--- src/rtl/hamming_secded_engine.sv ---
// SECDED decode co-processor: reads NUM_WORDS Hamming-coded words, writes corrected/flagged results.
// Optional HAMMING_ERR_COUNT_EN adds saturating single/double error counters (sgl_cnt, dbl_cnt).
module hamming_secded_engine #(
  parameter int NUM_WORDS = 15,
  parameter int SRC_BASE  = 30,
  parameter int DST_BASE  = 0,
  parameter int AW        = 8
) (
  input  logic          clk,
  input  logic          reset,
  input  logic          req,
  output logic          done,
  output logic          busy,
  output logic [AW-1:0] mem_addr,
  output logic          mem_wr_en,
  output logic [7:0]    mem_wr_data,
  input  logic [7:0]    mem_rd_data,
  output logic [2:0]    dbg_state
`ifdef HAMMING_ERR_COUNT_EN
  ,
  output logic [3:0]    sgl_cnt,
  output logic [3:0]    dbl_cnt
`endif
);

  // Handshake: req is a start request sampled only in IDLE; done rises when the
  // last result byte is written and holds until the next accepted req clears it.
  localparam int IW = (NUM_WORDS > 1) ? $clog2(NUM_WORDS) : 1;

  // Masks of code positions whose index has syndrome bit j set.
  localparam logic [15:0] M1 = 16'hAAAA;
  localparam logic [15:0] M2 = 16'hCCCC;
  localparam logic [15:0] M4 = 16'hF0F0;
  localparam logic [15:0] M8 = 16'hFF00;

  typedef enum logic [2:0] {
    S_IDLE  = 3'd0,
    S_RD_LO = 3'd1,
    S_RD_HI = 3'd2,
    S_CAPT  = 3'd3,
    S_DEC   = 3'd4,
    S_WR_LO = 3'd5,
    S_WR_HI = 3'd6,
    S_ADV   = 3'd7
  } state_t;

  state_t        r_state;
  state_t        w_next;
  logic [IW-1:0] r_index;
  logic [7:0]    r_lo;
  logic [7:0]    r_hi;
  logic [15:0]   r_result;
  logic          r_done;

  logic [15:0]   w_word;
  logic [3:0]    w_syn;
  logic          w_par;
  logic [10:0]   w_data;
  logic          w_single;
  logic          w_double;
  logic [15:0]   w_result;
  logic          w_last;
  logic [AW-1:0] w_offs;
  logic [AW-1:0] w_src_lo;
  logic [AW-1:0] w_dst_lo;

  assign w_word   = {r_hi, r_lo};
  assign w_syn    = {^(w_word & M8), ^(w_word & M4), ^(w_word & M2), ^(w_word & M1)};
  assign w_par    = ^w_word;
  assign w_single = w_par;
  assign w_double = !w_par && (w_syn != 4'd0);
  assign w_result = {w_double, w_single, 3'b000, w_data};
  assign w_last   = (r_index == IW'(NUM_WORDS - 1));
  assign w_offs   = AW'({r_index, 1'b0});
  assign w_src_lo = AW'(SRC_BASE) + w_offs;
  assign w_dst_lo = AW'(DST_BASE) + w_offs;

  // Data bit j lives at code position 3, 5..7 or 9..15; flip it only when the
  // overall parity says single error and the syndrome points at that position.
  always_comb begin
    w_data = {w_word[15:9], w_word[7:5], w_word[3]};
    for (int j = 0; j < 11; j++) begin
      if (w_par && (w_syn == 4'((j == 0) ? 3 : ((j < 4) ? j + 4 : j + 5)))) begin
        w_data[j] = ~w_data[j];
      end
    end
  end

  always_ff @(posedge clk or posedge reset) begin
    if (reset) begin
      r_state <= S_IDLE;
    end else begin
      r_state <= w_next;
    end
  end

  // The ADV cycle after WR_HI gives each word a fixed 7-cycle cadence.
  always_comb begin
    w_next = r_state;
    case (r_state)
      S_IDLE:  w_next = req ? S_RD_LO : S_IDLE;
      S_RD_LO: w_next = S_RD_HI;
      S_RD_HI: w_next = S_CAPT;
      S_CAPT:  w_next = S_DEC;
      S_DEC:   w_next = S_WR_LO;
      S_WR_LO: w_next = S_WR_HI;
      S_WR_HI: w_next = S_ADV;
      S_ADV:   w_next = w_last ? S_IDLE : S_RD_LO;
      default: w_next = S_IDLE;
    endcase
  end

  always_comb begin
    busy        = 1'b1;
    mem_addr    = '0;
    mem_wr_en   = 1'b0;
    mem_wr_data = 8'h00;
    case (r_state)
      S_IDLE:  busy = 1'b0;
      S_RD_LO: mem_addr = w_src_lo;
      S_RD_HI: mem_addr = w_src_lo + AW'(1);
      S_WR_LO: begin
        mem_addr    = w_dst_lo;
        mem_wr_en   = 1'b1;
        mem_wr_data = r_result[7:0];
      end
      S_WR_HI: begin
        mem_addr    = w_dst_lo + AW'(1);
        mem_wr_en   = 1'b1;
        mem_wr_data = r_result[15:8];
      end
      default: ;
    endcase
  end

  always_ff @(posedge clk or posedge reset) begin
    if (reset) begin
      r_index  <= '0;
      r_lo     <= 8'h00;
      r_hi     <= 8'h00;
      r_result <= 16'h0000;
      r_done   <= 1'b0;
    end else begin
      case (r_state)
        S_IDLE: begin
          if (req) begin
            r_done  <= 1'b0;
            r_index <= '0;
          end
        end
        S_RD_HI: r_lo     <= mem_rd_data;
        S_CAPT:  r_hi     <= mem_rd_data;
        S_DEC:   r_result <= w_result;
        S_ADV: begin
          if (w_last) begin
            r_done <= 1'b1;
          end else begin
            r_index <= r_index + IW'(1);
          end
        end
        default: ;
      endcase
    end
  end

`ifdef HAMMING_ERR_COUNT_EN
  logic [3:0] r_sgl_cnt;
  logic [3:0] r_dbl_cnt;

  always_ff @(posedge clk or posedge reset) begin
    if (reset) begin
      r_sgl_cnt <= 4'd0;
      r_dbl_cnt <= 4'd0;
    end else if (r_state == S_IDLE && req) begin
      r_sgl_cnt <= 4'd0;
      r_dbl_cnt <= 4'd0;
    end else if (r_state == S_DEC) begin
      if (w_single && r_sgl_cnt != 4'hF) r_sgl_cnt <= r_sgl_cnt + 4'd1;
      if (w_double && r_dbl_cnt != 4'hF) r_dbl_cnt <= r_dbl_cnt + 4'd1;
    end
  end

  assign sgl_cnt = r_sgl_cnt;
  assign dbl_cnt = r_dbl_cnt;
`endif

  assign done      = r_done;
  assign dbg_state = r_state;

endmodule
--- config.mk ---
export PLATFORM = sky130hd
export DESIGN_NAME = hamming_secded_engine
export DESIGN_NICKNAME = d
export VERILOG_FILES = /design/src/rtl/hamming_secded_engine.sv
export SDC_FILE = /design/constraint.sdc
export NUM_CORES = 1
export LEC_CHECK = 0
export BUFFER_PORTS_ARGS = -buffer_cell sky130_fd_sc_hd__buf_2
export CAP_MARGIN = 20
export CORE_MARGIN = 2
export CORE_UTILIZATION = 55
export DETAILED_ROUTE_END_ITERATION = 12
export GPL_ROUTABILITY_DRIVEN = 0
export PLACE_DENSITY = 0.78
export SYNTH_ARGS = -nofsm -noshare
export SYNTH_HDL_FRONTEND = slang
export SYNTH_SLANG_ARGS = --single-unit
--- constraint.sdc ---
create_clock -name clk -period 2.5 [get_ports clk]
set_clock_uncertainty 0.15 [all_clocks]
set_input_delay 0.5 -clock clk [delete_from_list [all_inputs] [get_ports clk]]
set_output_delay 0.5 -clock clk [all_outputs]
set_load 0.005 [all_outputs]
## Word level (Yosys, flattened, before mapping)

Index checks and enable logic that the tools add are counted.

- Flip-flop bits (word level): 37

- $add $sub $neg: 4
- Equal/unequal tests: 22
- Mux-type cells: 24
- Bitwise operators: 11
- Reductions and logical operators: 24

Operators with widths:

| cell | number |
|---|---|
| $reduce_xor A16 Y1 | 5 |
| $eq A4 B4 Y1 const B | 8 |
| $pmux W7 S4 | 1 |
| $pmux W3 S8 | 1 |
| $mux W1 | 17 |
| $pmux W8 S2 | 1 |
| $eq A3 B3 Y1 const B | 4 |
| $eq A4 B3 Y1 const B | 3 |
| $logic_and A1 B1 Y1 | 12 |
| $not A1 Y1 | 11 |
| $mux W4 | 2 |
| $pmux W4 S2 | 1 |
| $add A6 B1 Y7 const B | 1 |
| $add A5 B1 Y6 const B | 1 |
| $add A5 B5 Y6 const A | 1 |
| $eq A3 B2 Y1 const B | 2 |
| $ne A2 B2 Y1 const B | 3 |
| $reduce_and A3 Y1 | 2 |
| $add A4 B1 Y4 const B | 1 |
| $eq A4 B2 Y1 const B | 1 |
| $reduce_bool A4 Y1 | 1 |
| $eq A3 B1 Y1 const B | 1 |
| $logic_not A3 Y1 | 1 |
| $pmux W1 S2 | 1 |
| other kinds (3) | 3 |

## Depth between registers and ports, before layout

- Depth after elaboration: 4
- Depth in mapped cells: 7

## Worst setup path before layout

Ideal clock, no wire load.

- Kind: register -> output
- From: register r_state[0], in the netlist dbg_state[0]
- To: output mem_addr[5]
- Data arrival time: 1402 ps
- Required time: 1850 ps
- Setup slack: 448 ps
- Stages on the path, launching flop included: 6
- Buffers on the path: 1
- Path through: dfrtp_1 > inv_1 > ha_1 > clkbuf_1 > o21ai_0 > a211oi_1

- Word-level cells in the longest chain between the ends: 2
- Elaborated cells between the ends (all ways): 5
- Classes of those cells: eq/ne: 4; mux: 1

Ends and longest elaborated chain:

| item | line | source |
|---|---|---|
| start: declaration | 47 | `state_t r_state;` |
| start signal: assignment | 93 | `r_state <= w_next;` |
| $eq A3 B3 Y1 (tied with other cells) | 118 | `case (r_state)` |
| $pmux W7 S4 * | 118 |  |
| end: declaration | 14 | `output logic [AW-1:0] mem_addr,` |

Every way passes the cells marked *; elsewhere a longest branch is shown, timed or not.

## Worst setup path in the final report

- From: register r_hi[7]
- To: register r_result[7]

- Word-level cells in the longest chain between the ends: 4
- Elaborated cells between the ends (all ways): 8
- Classes of those cells: eq/ne: 1; mux: 1; reduce/logical: 6

Ends and longest elaborated chain:

| item | line | source |
|---|---|---|
| start: declaration | 51 | `logic [7:0] r_hi;` |
| start signal: assignment | 152 | `S_CAPT: r_hi <= mem_rd_data;` |
| $reduce_xor A16 Y1 | 68 | `assign w_syn = {^(w_word & M8), ^(w_word & M4), ^(w_word & M2), ^(w_word & M1)};` |
| $eq A4 B4 Y1 | 83 | `if (w_par && (w_syn == 4'((j == 0) ? 3 : ((j < 4) ? j + 4 : j + 5)))) begin` |
| $logic_and A1 B1 Y1 * | 83 |  |
| $mux W1 * | 83 |  |
| end signal: assignment | 153 | `S_DEC: r_result <= w_result;` |
| end: declaration | 52 | `logic [15:0] r_result;` |

Marks and branches as above.
A chain may end at the register's enable or synchronous reset.

==> impl_metrics.ini <==
[placed_design]
io_buffers = 30
dp_hpwl_mm = 4.57
dpl.cell_count = 351

[setup_path]
cp-end-kind = register
worstReg2RegEnd = r_result[7]
critPathArrivalTime_ns = 2.48
r2r_cells = 5
crit_end = r_result[7]
critical_path_depth = 5
crit_type = register to register
crit_path_start = r_hi[7]
slowest_delay_ns = 0.64
r2r_start = r_hi[7]
crit_fanout = 8
crit_chain = xor2_2, xnor2_1, nand4_2, a221o_1, o211ai_1
required_ns = 2.57
critPathLaunchType = register
crit_buf_inv = 0
r2r_slack_ns = 0.09
crit_family = XOR/XNOR gates
cpMaxStageDelayCell = xnor2_1

[synthesis]
ys_async_sr_fraction_pct = 100
synth-seq-cells = 37
synth_top_area_share_pct = 36.5
synth_common_cells = dfrtp_1 (37), nand2_1 (28), nor2_1 (23), xnor2_1 (19), a22oi_1 (18)
synth_edf_count = 0
synth_most_common_cell = dfrtp_1
synth_area_leaders = dfrtp_1 (37%), mux2_2 (7.6%), xnor2_1 (6.6%)
syn_inst = 269
yosys_warnings = 0
yosys.area.top_type = dfrtp_1
synth-seq-area-share_pct = 36.5
synth_cell_types = 36
syn_area_sq_um = 2530
synth_area_per_cell_sq_um = 9.42
ys.flop_type = dfrtp_1

[sta]
tightest_slew_ns = 0.741
max_freq_mhz = 415
period_minus_slack_ns = 2.41
rsz0062_at_grt = false
slew_violations = 0
relSlewSlack_pct = 50.3
hold_viol = 0
finalSetupViolations = 0
tns_ns = 0
fin_crit_sh_pct = 96.4

[final_layout]
fill_cells = 353
fin_nets = 325
area_delta_synth_final_pct = 14.4
final_layout_size_suffix_gt1_share_pct = 24.1
final_cell_count_no_fill = 359
antenna_cells = 0

[drt]
drt-wirelength-per-cell_microns = 17.6
detail_route.first_pass.iterations = 7
drc = 0
antenna_left = 0
wl_mm = 6.31
vias = 2306
drt_iter0_markers = 233
viasPerCell = 6.42

[global_route]
track_usage_pct = 26.2
grt_max_degree = 38
first_global_vias = 2154
grt-ovfl-total = 0
grt_pass1_wl_mm = 10.5
antenna_found_initial = 0

[clock_tree]
htree_num_levels = 2
root_buffer = clkbuf_8
clk_pin_slew_ns = 0.08
cts_tree = done
numCtsBuffers = 5
clkLatencyLatePin_ns = 0.29
clockBufferDepth = 2
cts_hold_buf = 0
cts.sinks = 37

[run]
max_cap_violations = 0

[min_path]
holdCritPathClass = input port to asynchronous set/reset pin

[die]
placementRows = 24
core_area_sq_um = 4380
die_area_sq_um = 5170
die_y_microns = 71.9
io_pins = 33
start_util_pct = 57.8
die_w_microns = 71.9

[outcome]
status = complete, no violations
[layer usage]
layer / share of wire (%) / GRT usage [%] / up-vias
met2: 47 / 40.6 / 148
met5: 0 / 0 / -
met4: 3.4 / 10.7 / 0
met3: 8.8 / 6.75 / 30
li1: - / - / 1048
met1: 41 / 35.1 / 1080
[worst min path at each step]
stage / slack [ns] / to / start
after floorplan: 0.30 / r_result[15] / r_result[15]
after global placement: 0.32 / r_result[4] / r_result[4]
after detailed placement: 0.33 / r_result[4] / r_result[4]
after CTS: 0.17 / r_lo[5] / reset
after global routing: 0.22 / r_result[4] / reset
final: 0.16 / r_result[1] / reset
[stage by stage]
step	hold WS (ns)	utilization, %	instance area (sq um)	setup slack [ns]
2_1_floorplan	0.300	-	2540	0.448
3_3_place_gp	0.324	63.5	2780	0.191
3_5_place_dp	0.332	63.5	2780	0.171
4_1_cts	0.173	65.8	2880	0.0961
5_1_grt	0.225	66.1	2900	0.00299
6_report	0.158	66.1	2900	0.0891
[layout make-up]
type,instances,area (sq um),area share [%]
multi-input combinational,215,1550,53.5
sequential,37,926,31.9
timing repair buffer,41,233,8.03
clock buffer,7,96.3,3.32
tap,52,65.1,2.24
inverter,6,22.5,0.777
clock inverter,1,5.00,0.173
[flip-flops by register name (all words and copies together), names as in the netlist]
signal and flops:
dbg_state 3, done 1, r_result 13, r_lo 8, r_hi 8, r_index 4
[placed cells by master (no fill, tap or decap), drive strengths merged]
cell / count
mux2: 17
conb: 2
dfrtp: 37
o41a: 1
a221o: 2
nor2b: 7
and2: 1
o21ai: 3
nand2: 28
a31oi: 1
a21oi: 1
ha: 8
o31ai: 1
xnor2: 19
clkinv: 1
nor2: 23
xor2: 17
a211oi: 1
nand4: 9
or3b: 1
a22oi: 18
a21o: 1
o21a: 1
nor4: 7
nand3: 10
nor3: 6
o211ai: 11
clkbuf: 7
and3: 4
buf: 41
a2111o: 1
o221ai: 9
mux2i: 1
inv: 6
nand2b: 4
[worst reg2reg max path, cell delays in order (launching register included)]
cell	delay, ns
dfrtp_1	0.47
xor2_2	0.24
xnor2_1	0.64
nand4_2	0.32
a221o_1	0.44
o211ai_1	0.09
[cells by family (layout without fill, tap and decap cells)]
family | after synthesis | in the layout | synth area share, %
AO/OA/AOI/OAI | 51 | 51 | 15.6
XOR/XNOR | 36 | 36 | 13.6
adder cells (fa/ha/maj) | 8 | 8 | 3.95
buffers and inverters | 18 | 55 | 2.96
flip-flops | 37 | 37 | 36.5
multiplexers | 18 | 18 | 7.95
other | 1 | 2 | 0.148
AND/OR/NAND/NOR | 100 | 100 | 19.2
[repair_timing]
item                       CTS  global route
resized for setup            0             2
setup endpoints to repair    0             1
setup buffers                0             0
Power is left out: the tool's default activity adds up to more than one toggle a clock period on the data nets, which glitch-free logic cannot reach.
